[config.mk]
export PLATFORM = sky130hd
export DESIGN_NAME = decodificador_timer
export DESIGN_NICKNAME = d
export VERILOG_FILES = /design/src/rtl/decodificador_timer_pkg.sv /design/src/rtl/decodificador_timer_bcd_seg7.sv /design/src/rtl/decodificador_timer.sv
export SDC_FILE = /design/constraint.sdc
export NUM_CORES = 1
export LEC_CHECK = 0
export CORE_MARGIN = 1
export CORE_UTILIZATION = 50
export CTS_CLUSTER_DIAMETER = 60
export DETAILED_ROUTE_END_ITERATION = 10
export PLACE_DENSITY = 0.77
export SLEW_MARGIN = 5
export SYNTH_ARGS = -nofsm -noshare
export SYNTH_HDL_FRONTEND = slang
export SYNTH_SLANG_ARGS = --single-unit
[constraint.sdc]
create_clock -name clk_in -period 3.1 [get_ports clk_in]
set_clock_uncertainty 0.05 [all_clocks]
set_input_delay 0.31 -clock clk_in [delete_from_list [all_inputs] [get_ports clk_in]]
set_output_delay 0.31 -clock clk_in [all_outputs]
set_load 0.02 [all_outputs]
[src/rtl/decodificador_timer_pkg.sv]
// Shared types and constants for the microwave countdown timer: state encoding,
// BCD time layout, 7-segment patterns and the BCD decrement helper.
package decodificador_timer_pkg;

    localparam int DIGIT_W = 4;

    typedef logic [DIGIT_W-1:0] digit_t;

    typedef enum logic [1:0] {
        ST_IDLE  = 2'd0,
        ST_RUN   = 2'd1,
        ST_PAUSE = 2'd2,
        ST_DONE  = 2'd3
    } state_t;

    typedef struct packed {
        digit_t min_t;
        digit_t min_u;
        digit_t sec_t;
        digit_t sec_u;
    } time_t;

    // Segment order is {a,b,c,d,e,f,g}, active-high.
    localparam logic [6:0] SEG_0     = 7'b1111110;
    localparam logic [6:0] SEG_1     = 7'b0110000;
    localparam logic [6:0] SEG_2     = 7'b1101101;
    localparam logic [6:0] SEG_3     = 7'b1111001;
    localparam logic [6:0] SEG_4     = 7'b0110011;
    localparam logic [6:0] SEG_5     = 7'b1011011;
    localparam logic [6:0] SEG_6     = 7'b1011111;
    localparam logic [6:0] SEG_7     = 7'b1110000;
    localparam logic [6:0] SEG_8     = 7'b1111111;
    localparam logic [6:0] SEG_9     = 7'b1111011;
    localparam logic [6:0] SEG_BLANK = 7'b0000000;

    // One-second BCD decrement; seconds tens wrap to 5, every other digit to 9.
    function automatic time_t bcd_dec(input time_t t);
        time_t r;
        r = t;
        if (t.sec_u != 4'd0) begin
            r.sec_u = t.sec_u - 4'd1;
        end else begin
            r.sec_u = 4'd9;
            if (t.sec_t != 4'd0) begin
                r.sec_t = t.sec_t - 4'd1;
            end else begin
                r.sec_t = 4'd5;
                if (t.min_u != 4'd0) begin
                    r.min_u = t.min_u - 4'd1;
                end else begin
                    r.min_u = 4'd9;
                    r.min_t = t.min_t - 4'd1;
                end
            end
        end
        return r;
    endfunction

endpackage

[src/rtl/decodificador_timer_bcd_seg7.sv]
// Combinational BCD to 7-segment decoder, zero latency; codes 10-15 decode to blank
// so the caller can force a blank digit by presenting 4'hF.
module bcd_seg7
    import decodificador_timer_pkg::*;
(
    input  digit_t     bcd,
    output logic [6:0] seg
);

    always_comb begin
        seg = SEG_BLANK;
        case (bcd)
            4'd0:    seg = SEG_0;
            4'd1:    seg = SEG_1;
            4'd2:    seg = SEG_2;
            4'd3:    seg = SEG_3;
            4'd4:    seg = SEG_4;
            4'd5:    seg = SEG_5;
            4'd6:    seg = SEG_6;
            4'd7:    seg = SEG_7;
            4'd8:    seg = SEG_8;
            4'd9:    seg = SEG_9;
            default: seg = SEG_BLANK;
        endcase
    end

endmodule

[src/rtl/decodificador_timer.sv]
// MM:SS keypad entry, 1 Hz countdown and 4-digit display scan; outputs registered, one-cycle update,
// no backpressure (inputs are strobes). LEADING_ZERO_BLANK_EN blanks leading zero minute digits.
module decodificador_timer
    import decodificador_timer_pkg::*;
#(
    parameter int SCAN_DIV  = 1,
    parameter int DONE_HOLD = 3
) (
    input  logic         clk_in,
    input  logic         rst_n,
    input  logic [3:0]   digit_in,
    input  logic         digit_valid,
    input  logic         start,
    input  logic         stop,
    input  logic         clear,
    input  logic         tick_1hz,
    output logic [3:0]   min_t,
    output logic [3:0]   min_u,
    output logic [3:0]   sec_t,
    output logic [3:0]   sec_u,
    output logic         running,
    output logic         done,
    output logic [6:0]   seg,
    output logic [3:0]   an
);

    localparam int SCAN_W = (SCAN_DIV > 1) ? $clog2(SCAN_DIV) : 1;
    localparam int HOLD_W = (DONE_HOLD > 1) ? $clog2(DONE_HOLD + 1) : 1;

    state_t              state, state_nxt;
    time_t               tm, tm_nxt;
    logic [HOLD_W-1:0]   hold_cnt, hold_nxt;
    logic [SCAN_W-1:0]   scan_cnt;
    logic [1:0]          scan_idx, scan_idx_nxt;
    digit_t              disp_digit;
    logic                time_zero;

    assign time_zero = (tm == '0);

    // Event priority: clear > stop > tick_1hz > start > digit_valid.
    always_comb begin
        state_nxt = state;
        tm_nxt    = tm;
        hold_nxt  = hold_cnt;
        if (clear) begin
            state_nxt = ST_IDLE;
            tm_nxt    = '0;
            hold_nxt  = '0;
        end else begin
            case (state)
                ST_IDLE: begin
                    if (start && !time_zero) begin
                        state_nxt = ST_RUN;
                        if (tm.sec_t > 4'd5) begin
                            tm_nxt.sec_t = 4'd5;
                            tm_nxt.sec_u = 4'd9;
                        end
                    end else if (digit_valid && (digit_in <= 4'd9)) begin
                        tm_nxt = {tm.min_u, tm.sec_t, tm.sec_u, digit_in};
                    end
                end
                ST_RUN: begin
                    if (stop) begin
                        state_nxt = ST_PAUSE;
                    end else if (tick_1hz) begin
                        tm_nxt = bcd_dec(tm);
                        if (tm_nxt == '0) begin
                            state_nxt = ST_DONE;
                            hold_nxt  = '0;
                        end
                    end
                end
                ST_PAUSE: begin
                    if (start && !stop) begin
                        state_nxt = ST_RUN;
                    end
                end
                ST_DONE: begin
                    if (tick_1hz) begin
                        if (hold_cnt == HOLD_W'(DONE_HOLD - 1)) begin
                            state_nxt = ST_IDLE;
                            hold_nxt  = '0;
                        end else begin
                            hold_nxt = hold_cnt + 1'b1;
                        end
                    end
                end
                default: state_nxt = ST_IDLE;
            endcase
        end
    end

    always_ff @(posedge clk_in or negedge rst_n) begin
        if (!rst_n) begin
            state    <= ST_IDLE;
            tm       <= '0;
            hold_cnt <= '0;
            running  <= 1'b0;
            done     <= 1'b0;
        end else begin
            state    <= state_nxt;
            tm       <= tm_nxt;
            hold_cnt <= hold_nxt;
            running  <= (state_nxt == ST_RUN);
            done     <= (state_nxt == ST_DONE);
        end
    end

    assign scan_idx_nxt = scan_idx + 2'd1;

    // an is kept as its own register so it changes on the same edge as scan_idx.
    always_ff @(posedge clk_in or negedge rst_n) begin
        if (!rst_n) begin
            scan_cnt <= '0;
            scan_idx <= 2'd0;
            an       <= 4'b1110;
        end else if (scan_cnt == SCAN_W'(SCAN_DIV - 1)) begin
            scan_cnt <= '0;
            scan_idx <= scan_idx_nxt;
            an       <= ~(4'b0001 << scan_idx_nxt);
        end else begin
            scan_cnt <= scan_cnt + 1'b1;
        end
    end

    always_comb begin
        case (scan_idx)
            2'd0:    disp_digit = tm.sec_u;
            2'd1:    disp_digit = tm.sec_t;
            2'd2:    disp_digit = tm.min_u;
            default: disp_digit = tm.min_t;
        endcase
`ifdef LEADING_ZERO_BLANK_EN
        if (((scan_idx == 2'd3) && (tm.min_t == 4'd0)) ||
            ((scan_idx == 2'd2) && (tm.min_t == 4'd0) && (tm.min_u == 4'd0))) begin
            disp_digit = 4'hF;
        end
`endif
    end

    bcd_seg7 u_bcd_seg7 (
        .bcd (disp_digit),
        .seg (seg)
    );

    assign min_t = tm.min_t;
    assign min_u = tm.min_u;
    assign sec_t = tm.sec_t;
    assign sec_u = tm.sec_u;

endmodule

==> results.toml <==
[cts]
cts_max_path_buffers = 2
clockRootBuffer = "clkbuf_8"
cts_sinks = 28
htree_levels = 1
numCtsBuffers = 3
clk_latency_ps = 290
clk_pin_slew_ps = 100
cts_tree = "done"

[detailed_routing]
wl_um = 5490
antenna_left = 0
via_count = 2051
drtIter0Drc = 120
wl_per_cell_um = 15.6
drc = 0
firstDrtPassIters = 5
vias_per_cell = 5.83

[yosys]
ys.flop_type = "dfrtp_1"
synthCells = 264
yosysWarnings = 0
synth_area_leaders = "dfrtp_1, ha_1, o21ai_0"
yosys.area_share.simple = 0.229
synth_compound_area_frac = 0.250
synthesis.nets = 288
seq_area_frac_synth = 0.320
synthDistinctLibCells = 54
post_synth_fa_ha_maj_area_fraction = 0.0739
synth_edf_count = 0
ys_ff_latch = 28
synthXorXnorAreaFrac = 0.00796
syn_area_per_cell_um2 = 8.34
synth_top_family_by_area = "compound AO/OA/AOI/OAI gates"
synth_top_area_frac = 0.284
synth_mux_area_frac = 0.0443
synth_area_leader_cell = "dfrtp_1"
netlist_area_um2 = 2200
synth-async-reset-ratio = 1.00

[global_routing]
grt_pass1_wl_um = 8970
grt_max_degree = 29
antenna_found_initial = 0
grt_pass1_vias = 1870
grt-ovfl-total = 0
track_usage = 0.262

[place]
gp_congestion = 0.880
portBuffers = 39
dpl.hpwl_um = 3830
placed_cells = 344

[floorplanning]
die-area_um2 = 4670
pin_count = 40
start_util = 0.535
std_cell_rows = 23
die_height_um = 68.3
fp.coreArea_um2 = 4120
die_x_um = 68.3

[setup_path]
worst_path_dominant_cell_family = "compound AO/OA/AOI/OAI gates"
crit_chain = "inv_1, ha_1, a222oi_1, nor2b_1, a21o_1, buf_4, ha_1, nor2_1, o22ai_1, dlygate4sd2_1"
worst-endpoint-required_ps = 2740
cp_common_cell = "ha_1"
cpMaxStageDelayCell = "dfrtp_1"
crit_path_max_incr_delay_ps = 390
crit_buf_inv = 3
critPathKind = "register to primary output"
cp_max_fo = 5
end_kind = "primary output"
arrival_ps = 2620
start_kind = "register"

[cells_and_area]
final_cells = 352
most-common-layout-cells = "o21ai_0, clkdlybuf4s50_1, nor2_1"
drive_above_1_share = 0.136
syn2layout_area_growth_pct = 22.9
fin_util = 0.657
n_fill_cell = 355
nets = 327
antenna_cells = 0

[pwr]
intPower_mw = 1.21
p_switching_mw = 1.10
cellLeakagePower_nw = 1.16
p_clk_frac = 0.132
ir_worst_vdd_mv = 0.453
p_seq_frac = 0.257
swShare = 0.475
combPwrFrac = 0.611
power_density_nw_per_um2 = 854
design_power_total_mw = 2.31

[outcome]
status = "completed"

[timing]
max_freq_mhz = 335
worst_pin_slew_ps = 592
maxSlewHeadroom = 0.594
whs_ps = 332
slew_violations = 0
hold_violations = 0
setup_violations = 0
period_share = 0.962
period_needed_ps = 2980
tns_ps = 0

[flow_run]
drv_cap = 0

[worst_hold_path]
hp-class = "input pin to asynchronous set/reset pin"
[timing repair]
| item | 4_1_cts | 5_1_grt |
|---|---|---|
| setup buffers | 0 | 4 |
| gates resized for setup | 13 | 5 |
| setup endpoints to repair | 7 | 6 |
| hold buffers | 0 | 0 |
[registers in the layout, summed over array words and instances, names as in the netlist]
signal    count
sec_t         4
hold_cnt      2
min_u         4
scan_idx      2
sec_u         4
an            4
done          1
min_t         4
running       1
state         2
[Yosys cell counts (4+ instances only)]
cell type  number
clkbuf_1        7
a21o_1          5
a21oi_1        23
a22oi_1         4
inv_1          14
nand2_1        21
nor3_1          9
dfrtp_1        25
buf_2           5
ha_1           13
mux2i_1         6
nand2b_1        4
nor2_1         26
o21ai_0        32
[layer usage]
layer  vias to the layer above  global-route usage  part of all wire
met3                         5              0.0200             0.046
met1                       970               0.364              0.47
met4                         0               0.112             0.012
met5                         -                   0                 0
met2                        55               0.414              0.47
li1                       1021                   -                 -
[through the flow]
step	instance area [um^2]	setup WS [ps]
finish	2710	119
global route	2710	-12.3
CTS	2690	20.9
detailed placement	2620	11.9
global placement	2620	155
floorplan	2200	511
[worst paths after layout]
check | start | to | slack (ps) | cells after the start
max | scan_idx[0] | seg[5] | 120 | 10
min | rst_n | hold_cnt[1] | 330 | 2
max reg2reg | sec_t[1] | min_t[2] | 580 | 7
min reg2reg | scan_idx[0] | scan_idx[0] | 470 | 1
max in group asynchronous | rst_n | an[3] | 2340 | 2
min in group clk_in | scan_idx[0] | scan_idx[0] | 470 | 1
[logic make-up (layout without fill, tap and decap cells)]
kind of cell	count (synthesis)	in the layout
simple gates	91	91
fa+ha+maj	13	13
xor+xnor	2	2
buf+inv	34	72
mux	9	9
flops	28	28
compound gates	87	87
[cell type report]
| type | count | area, um^2 | area share |
|---|---|---|---|
| Timing Repair Buffer | 54 | 483 | 0.179 |
| Sequential cell | 28 | 704 | 0.260 |
| Inverter | 14 | 52.6 | 0.0194 |
| Clock inverter | 1 | 30.0 | 0.0111 |
| Multi-Input combinational cell | 202 | 1330 | 0.492 |
| Tap cell | 50 | 62.6 | 0.0231 |
| Clock buffer | 3 | 41.3 | 0.0153 |
[power by group through the flow]
stage | registers (mW) | logic [mW] | clock network (mW)
3_5_place_dp | 0.597 | 1.44 | 0
3_3_place_gp | 0.594 | 1.42 | 0
6_report | 0.593 | 1.41 | 0.305
5_1_grt | 0.609 | 1.55 | 0.321
4_1_cts | 0.590 | 1.41 | 0.310
2_1_floorplan | 0.620 | 0.931 | 0
Note: power is estimated with default switching activity, not from simulation.
